<file path="src/rtl/fa_seq_pkg.sv">
// Shared types and constants for the nibble-serial adder controller.
package fa_seq_pkg;

  localparam int unsigned NIBBLE_W = 4;

  typedef enum logic [1:0] {
    IDLE = 2'd0,
    RUN  = 2'd1,
    DONE = 2'd2
  } state_e;

  // Width of the nibble index; never narrower than one bit.
  function automatic int unsigned idx_width(input int unsigned nibbles);
    return (nibbles > 1) ? $clog2(nibbles) : 1;
  endfunction

endpackage

</file>
<file path="src/rtl/fa_4bits.sv">
// 4-bit ripple-carry adder used as the shared datapath of the sequencer.
module fa_4bits
  import fa_seq_pkg::*;
(
  input  logic [NIBBLE_W-1:0] i0,
  input  logic [NIBBLE_W-1:0] i1,
  input  logic                cin,
  output logic                cout,
  output logic [NIBBLE_W-1:0] sum
);

  logic [NIBBLE_W:0] carry;

  assign carry[0] = cin;

  for (genvar i = 0; i < NIBBLE_W; i++) begin : g_bit
    assign sum[i]       = i0[i] ^ i1[i] ^ carry[i];
    assign carry[i + 1] = (i0[i] & i1[i]) | (carry[i] & (i0[i] ^ i1[i]));
  end

  assign cout = carry[NIBBLE_W];

endmodule

</file>
<file path="src/rtl/fa_4bits_seq_ctrl.sv">
// Wide adder built from one fa_4bits, one nibble per cycle, LSB first.
// Optional subtract mode is enabled by defining FA_SEQ_SUB_EN.
module fa_4bits_seq_ctrl
  import fa_seq_pkg::*;
#(
  parameter int unsigned NIBBLES = 4
) (
  input  logic                          clk,
  input  logic                          rst,
  input  logic                          start,
  input  logic [NIBBLE_W*NIBBLES-1:0]   a,
  input  logic [NIBBLE_W*NIBBLES-1:0]   b,
  input  logic                          cin,
`ifdef FA_SEQ_SUB_EN
  input  logic                          sub,
`endif
  output logic                          ready,
  output logic                          busy,
  output logic                          done,
  output logic [NIBBLE_W*NIBBLES-1:0]   sum,
  output logic                          cout
);

  localparam int unsigned IDX_W = idx_width(NIBBLES);
  localparam logic [IDX_W-1:0] LAST_IDX = IDX_W'(NIBBLES - 1);

  state_e                             state_q;
  logic [IDX_W-1:0]                   idx_q;
  logic [NIBBLES-1:0][NIBBLE_W-1:0]   a_q;
  logic [NIBBLES-1:0][NIBBLE_W-1:0]   b_q;
  logic [NIBBLES-1:0][NIBBLE_W-1:0]   sum_q;
  logic                               c_q;
  logic                               cout_q;

  logic [NIBBLE_W-1:0]                nib_sum;
  logic                               nib_cout;

  fa_4bits u_fa (
    .i0   (a_q[idx_q]),
    .i1   (b_q[idx_q]),
    .cin  (c_q),
    .cout (nib_cout),
    .sum  (nib_sum)
  );

  // Handshake flags decode straight from the state register.
  assign ready = (state_q == IDLE) || (state_q == DONE);
  assign busy  = (state_q == RUN);
  assign done  = (state_q == DONE);
  assign sum   = sum_q;
  assign cout  = cout_q;

  always_ff @(posedge clk) begin
    if (rst) begin
      state_q <= IDLE;
      idx_q   <= '0;
      a_q     <= '0;
      b_q     <= '0;
      sum_q   <= '0;
      c_q     <= 1'b0;
      cout_q  <= 1'b0;
    end else begin
      case (state_q)
        IDLE, DONE: begin
          if (start) begin
            state_q <= RUN;
            idx_q   <= '0;
            a_q     <= a;
            sum_q   <= '0;
            cout_q  <= 1'b0;
`ifdef FA_SEQ_SUB_EN
            // Two's-complement subtract: invert b and force the initial carry.
            b_q     <= sub ? ~b : b;
            c_q     <= sub | cin;
`else
            b_q     <= b;
            c_q     <= cin;
`endif
          end else begin
            state_q <= IDLE;
          end
        end
        RUN: begin
          sum_q[idx_q] <= nib_sum;
          c_q          <= nib_cout;
          idx_q        <= idx_q + IDX_W'(1);
          if (idx_q == LAST_IDX) begin
            state_q <= DONE;
            cout_q  <= nib_cout;
          end
        end
        default: state_q <= IDLE;
      endcase
    end
  end

endmodule

</file>
<file path="config.mk">
export PLATFORM = sky130hd
export DESIGN_NAME = fa_4bits_seq_ctrl
export DESIGN_NICKNAME = d
export VERILOG_FILES = /design/src/rtl/fa_seq_pkg.sv /design/src/rtl/fa_4bits.sv /design/src/rtl/fa_4bits_seq_ctrl.sv
export SDC_FILE = /design/constraint.sdc
export NUM_CORES = 1
export LEC_CHECK = 0
export ABC_AREA = 1
export BUFFER_PORTS_ARGS = -buffer_cell sky130_fd_sc_hd__buf_2
export CORE_UTILIZATION = 41
export CTS_CLUSTER_DIAMETER = 30
export DETAILED_ROUTE_END_ITERATION = 10
export MAX_ROUTING_LAYER = met4
export PLACE_DENSITY_LB_ADDON = 0.08
export SETUP_SLACK_MARGIN = 0.2
export SLEW_MARGIN = 15
export SYNTH_ARGS = -nofsm -noshare
export SYNTH_HDL_FRONTEND = slang
export SYNTH_SLANG_ARGS = --single-unit
</file>
<file path="constraint.sdc">
create_clock -name clk -period 8.7 [get_ports clk]
set_input_delay 1.305 -clock clk [delete_from_list [all_inputs] [get_ports clk]]
set_output_delay 1.305 -clock clk [all_outputs]
set_load 0.02 [all_outputs]
</file>
# --- Word-level counts from Yosys, hierarchy flattened ---
# Cells that the tools add are included.
word_totals:
  reg_bits: 54
  inputBits: 36
  out_inout_bits: 20
  wordCells: 71
op_classes:
  add_sub_neg: 1
  magnitude_cmp: 2
  eq_ne: 5
  mux: 19
  bitwise: 20
  n_reduce_logical: 8
op_table:
  columns: ["operator", "n"]
  rows:
  - ["16-bit one-hot mux with 2 select lines", 1]
  - ["4-bit binary-select mux with 2-bit select", 2]
  - ["16-bit bitwise mux", 1]
  - ["16-bit 2-to-1 mux", 1]
  - ["4-bit 2-to-1 mux", 3]
  - ["1-bit bitwise AND", 8]
  - ["4-bit demux with 2-bit select", 1]
  - ["2-bit one-hot mux with 2 select lines", 2]
  - ["1-bit XOR", 8]
  - ["2-bit == test (second input constant)", 2]
  - ["1-bit 2-to-1 mux", 4]
  - ["2-bit 2-to-1 mux", 2]
  - ["1-bit bitwise OR", 4]
  - ["1-bit one-hot mux with 2 select lines", 2]
  - ["2-bit AND reduction", 2]
  - ["2-bit by 3-bit < comparator with 1-bit output (second input constant)", 1]
  - ["3-bit AND reduction", 1]
  - ["2-bit by 1-bit adder with 2-bit output (second input constant)", 1]
  - ["2-bit by 1-bit == test with 1-bit output (second input constant)", 1]
  - ["2-bit by 1-bit >= comparator with 1-bit output (second input constant)", 1]
  - ["2-bit logical NOT", 1]
  - ["2-bit by 1-bit != test with 1-bit output (second input constant)", 1]
  - ["2-bit != test (second input constant)", 1]
  - ["2-bit nonzero test", 1]
  - ["other kinds (3)", 3]

# --- Logic depth before layout (Yosys ltp) ---
depth:
  word_depth: 13
  depth_mapped: 13
  depth_no_buf: 11

# --- Modules after synthesis ---
# Synthesis repeated with hierarchy kept, for this count alone.
hier_totals:
  hier_cells: 317
  hier_area_um2: 2358.5
by_module_without_submodules:
  columns: ["mod", "instances", "cells_each", "area_per_inst_um2"]
  rows:
  - ["fa_4bits_seq_ctrl", 1, 303, 2240.9]
  - ["fa_4bits", 1, 14, 117.6]

# --- Worst setup path after synthesis ---
# OpenSTA, ideal clock, no wires.
synth_path:
  path_type: "flip-flop to flip-flop"
  start: "register idx_q[0]"
  end: "register sum_q, in the netlist sum[11]"
  setup_ps: 70
  arrival_ps: 2844
  t_required_ps: 8630
  slack_ps: 5785
  path_stages_with_launch: 12
  period_less_slack_ps: 2915
  path_cell_list: "dfxtp_1 -> buf_2 -> inv_1 -> buf_2 -> nor2_1 -> o22ai_1 -> fa_1 -> fa_1 -> fa_1 -> fa_1 -> nand3_1 -> a21oi_1"
synth_via:
  elab_chain_cells: 12
synth_rtl:
  columns: ["item", "line", "text"]
  rows:
  - ["start, declared", "fa_4bits_seq_ctrl.sv:28", "logic [IDX_W-1:0] idx_q;"]
  - ["start signal, assigned", "fa_4bits_seq_ctrl.sv:86", "idx_q <= idx_q + IDX_W'(1);"]
  - ["4-bit binary-select mux with 2-bit select, on equally long branches", "fa_4bits_seq_ctrl.sv:39, fa_4bits_seq_ctrl.sv:40", null]
  - ["4-bit 2-to-1 mux, on equally long branches", "fa_4bits_seq_ctrl.sv:39, fa_4bits_seq_ctrl.sv:40", null]
  - ["1-bit XOR", "fa_4bits.sv:18", "assign carry[i + 1] = (i0[i] & i1[i]) | (carry[i] & (i0[i] ^ i1[i]));"]
  - ["1-bit bitwise AND", "fa_4bits.sv:18", null]
  - ["1-bit bitwise OR", "fa_4bits.sv:18", null]
  - ["1-bit bitwise AND", "fa_4bits.sv:18", null]
  - ["1-bit bitwise OR", "fa_4bits.sv:18", null]
  - ["1-bit bitwise AND", "fa_4bits.sv:18", null]
  - ["1-bit bitwise OR", "fa_4bits.sv:18", null]
  - ["1-bit XOR", "fa_4bits.sv:17", "assign sum[i] = i0[i] ^ i1[i] ^ carry[i];"]
  - ["16-bit bitwise mux (*)", "fa_4bits_seq_ctrl.sv:84", "sum_q[idx_q] <= nib_sum;"]
  - ["16-bit one-hot mux with 2 select lines (*)", "fa_4bits_seq_ctrl.sv:63", "case (state_q)"]
  - ["end signal, assigned by index", "fa_4bits_seq_ctrl.sv:84", null]
  - ["end, declared", "fa_4bits_seq_ctrl.sv:31", "logic [NIBBLES-1:0][NIBBLE_W-1:0] sum_q;"]
# Every way passes the cells marked *; elsewhere a longest branch is shown, timed or not. The select of a mux whose other input is x is not followed.
# A chain may end at the register's enable or synchronous reset.

# --- Final worst setup path ---
layout_path:
  start: "register idx_q[0]"
  end: "register sum_q, in the netlist sum[3]"
# The elaborated chain is that of the path after synthesis.

==> results.md <==
| Item | This run | Unit |
| --- | --- | --- |
| Largest buffer count on any clock path | 2 | - |
| Register Area | 1080 | um2 |
| Non-filler instance count after layout | 424 | - |
| Hold Fails Final Rpt | 0 | - |
| Worst hold path type | flip-flop to flip-flop | - |
| Root Buffer | sky130_fd_sc_hd__clkbuf_8 | - |
| Count of synthesis-stage warnings from yosys | 0 | - |
| Port-buffer cells | 55 | - |
| Remaining antenna violation count | 0 | - |
| Horizontal die dimension | 77.5 | um |
| Area taken by multi-input logic gates | 1090 | um2 |
| Cts bufs inserted | 5 | - |
| Routed WL | 5260 | um |
| Area growth syn-to-layout | 14.7 | % |
| Number of storage elements in the synthesis netlist | 54 | - |
| Initial cell density of the core | 0.424 | - |
| Number of hold buffers added after CTS | 0 | - |
| Cell chain of the critical path | inv_1 > o21ai_0 > o22ai_1 > fa_1 > fa_1 > fa_1 > fa_1 > nand3_1 > a21oi_1 | - |
| Die area | 6010 | um2 |
| Share of final-layout standard cells stronger than drive strength 1 | 0.188 | - |
| Via count normalized by instance count | 4.97 | - |
| Count of buffer and inverter cells on the critical path | 1 | - |
| Filler instances | 602 | - |
| Number of antenna cells inserted | 0 | - |
| Global routing usage summed across all routing layers | 0.202 | - |
| Final setup slack of the worst path | 5.08 | ns |
| CTS tree | yes | - |
| Share of total power in the clock network | 0.273 | - |
| Distinct cell type count of the synthesized netlist | 20 | - |
| Data required time at the worst endpoint | 8.93 | ns |
| RSZ-0062 raised after global routing | false | - |
| Post-detailed-route DRC marker count | 0 | - |
| Post-synthesis average cell area | 7.61 | um2 |
| Cell count after synthesis | 307 | - |
| Leftover overflow at the end of global routing | 0 | - |
| Via count of the first global-routing pass | 1943 | - |
| Final total negative setup slack | 0 | ns |
| Most frequent cells in the layout | sky130_fd_sc_hd__nor2_1 (86), sky130_fd_sc_hd__buf_2 (55), sky130_fd_sc_hd__dfxtp_1 (54) | - |
| Register clock-pin slew on the reported worst setup and hold paths | 0.09 | ns |
| Most utilized layer in the global route result | met2 | - |
| DP Wirelength | 3580 | um |
| Proportion of total power due to net switching | 0.295 | - |
| Global-route wire length before repair | 9310 | um |
| Met2 Resource Use GR | 0.311 | - |
| Slowest stage cell on the critical path | sky130_fd_sc_hd__dfxtp_1 | - |
| Pre-CTS worst setup slack | 5.07 | ns |
| Crit path time final | 3.62 | ns |
| Maximum fanout count along the critical path | 21 | - |
| Number of placed I/O pins | 56 | - |
| Via count | 2107 | - |
| Worst-margin pin slew | 0.943 | ns |
| Average wire per cell in the routed design | 12.4 | um |
| Util after Layout | 0.487 | - |
| Setup crit end kind | flip-flop | - |
| Count of endpoints failing setup in the final report | 0 | - |
| Post-Synthesis Net Count | 351 | - |
| Maximum number of pins on one net before global-route repair | 50 | - |
| Worst IR drop on VDD | 0.0000973 | V |
| Design internal power | 0.365 | mW |
| PwrDens | 193 | nW/um2 |
| Met3 demand-to-capacity share in global routing | 0.0353 | - |
| Leakage | 1.18 | nW |
| Starting DRC count in detailed routing | 144 | - |
| Row count | 27 | - |
| Area of the core region | 5510 | um2 |
| Upper clock frequency limit | 276 | MHz |
| Final GP Congestion | 0.778 | - |
| Number of sinks driven by the clock tree | 54 | - |
| CP dominant cell by count | sky130_fd_sc_hd__fa_1 | - |
| Die boundary height | 77.5 | um |
| Max-cap violations | 0 | - |
| Number of pins with negative max-slew slack in the final report | 0 | - |
| Type of element launching the critical path | flip-flop | - |
| Sequential cell area fraction in the yosys report | 0.463 | - |
| Final period utilization | 0.417 | - |
| Worst clock skew on the final layout | 0.00329 | ns |
| Placed insts | 416 | - |
| Count of nets after finishing | 395 | - |
| Post-cts resize count | 0 | - |
| Result of the run | complete, no violations | - |
| Max stage delay on crit path | 0.71 | ns |
| Worst Path Arrival | 3.86 | ns |
| Relative slew margins | 0.370 | - |
| Antenna violations before repair | 0 | - |
| Worst path top cell family by delay | adder cells | - |
| Depth of the CTS H-tree | 2 | - |
| Part of the total power dissipated in sequential elements | 0.534 | - |
| Met1 capacity usage during global routing | 0.265 | - |
| Post-CTS setup buffers | 0 | - |
| Switching power | 0.153 | mW |
| Type of the worst setup path | flip-flop to flip-flop | - |
| Power consumption | 0.518 | mW |
| Drt pass-1 iters | 4 | - |
| Leading cell type in the layout, fill and taps excluded | sky130_fd_sc_hd__nor2_1 | - |
| Total standard cell area after synthesis | 2340 | um2 |
| Logic pwr share | 0.193 | - |
| Clk_lat worst skew | 0.30 | ns |
## cell families (layout without fill, tap and decap cells)
kind of cell             Yosys count  after routing  share of synthesized area
buffers and inverters             31             76                     0.0691
flip-flops                        54             54                      0.463
AND/OR/NAND/NOR                  141            141                      0.252
AO/OA/AOI/OAI                     73             73                      0.161
adder cells (fa/ha/maj)            8              8                     0.0557
## worst register-to-register path, delay by kind of cell (launching register included)
| family | cells | cell delay [ns] |
|---|---|---|
| adder cells (fa/ha/maj) | 4 | 1.78 |
| flip-flops | 1 | 0.71 |
| AO/OA/AOI/OAI | 3 | 0.56 |
| buffers and inverters | 1 | 0.41 |
| AND/OR/NAND/NOR | 1 | 0.09 |
## cells in the mapped netlist
cell type / count / area, um2
sky130_fd_sc_hd__nor2_1: 86 / 323
sky130_fd_sc_hd__dfxtp_1: 54 / 1080
sky130_fd_sc_hd__o21ai_0: 45 / 225
sky130_fd_sc_hd__nand3_1: 31 / 155
sky130_fd_sc_hd__nand2_1: 21 / 78.8
sky130_fd_sc_hd__a21oi_1: 16 / 80.1
sky130_fd_sc_hd__inv_1: 12 / 45.0
sky130_fd_sc_hd__clkbuf_1: 8 / 30.0
sky130_fd_sc_hd__o22ai_1: 8 / 50.1
sky130_fd_sc_hd__buf_2: 5 / 25.0
sky130_fd_sc_hd__fa_1: 4 / 80.1
sky130_fd_sc_hd__ha_1: 4 / 50.1
sky130_fd_sc_hd__o21ai_1: 4 / 20.0
sky130_fd_sc_hd__buf_6: 2 / 22.5
sky130_fd_sc_hd__buf_8: 2 / 30.0
sky130_fd_sc_hd__clkbuf_2: 1 / 5.00
sky130_fd_sc_hd__inv_2: 1 / 3.75
sky130_fd_sc_hd__nand2_4: 1 / 11.3
sky130_fd_sc_hd__nor2_4: 1 / 11.3
sky130_fd_sc_hd__nor3_2: 1 / 10.0
## power by group through the flow
stage	combinational [mW]	sequential (mW)	clock [mW]
2_1_floorplan	0.0728	0.280	0
3_3_place_gp	0.0990	0.282	0
3_5_place_dp	0.101	0.282	0
4_1_cts	0.101	0.277	0.147
5_1_grt	0.115	0.279	0.158
6_report	0.0997	0.277	0.142
## layer usage
metal / vias to the layer above / part of all wire
li1: 1100 / -
met1: 966 / 0.49
met2: 39 / 0.47
met3: 2 / 0.038
met4: 0 / 0.0072
met5: - / 0
## area by class of cell
type | count | area share
Multi-Input combinational cell | 222 | 0.408
Sequential cell | 54 | 0.403
Timing Repair Buffer | 55 | 0.103
Tap cell | 72 | 0.0336
Clock buffer | 7 | 0.0322
Inverter | 13 | 0.0182
Clock inverter | 1 | 0.00187
## per-stage QoR
| stage | hold WS, ns | instance area, um2 |
|---|---|---|
| floorplan | 0.449 | 2340 |
| finish | 0.482 | 2680 |
| detailed placement | 0.469 | 2590 |
| global route | 0.504 | 2680 |
| CTS | 0.483 | 2680 |
| global placement | 0.465 | 2590 |
## worst paths after layout
path | start | endpoint | slack (ns) | cells after the start
worst max-delay path | idx_q[0] | sum[3] | 5.08 | 9
worst min-delay path | sum[9] | sum[9] | 0.48 | 2
worst max register to register | idx_q[0] | sum[3] | 5.08 | 9
worst min register to register | sum[9] | sum[9] | 0.48 | 2
## flip-flops by register name, summed over array words and instances, names as in the netlist
signal / cells
state_q: 2
a_q: 16
c_q: 1
b_q: 16
idx_q: 2
cout: 1
sum: 16
Power figures use the tool's default switching activity.
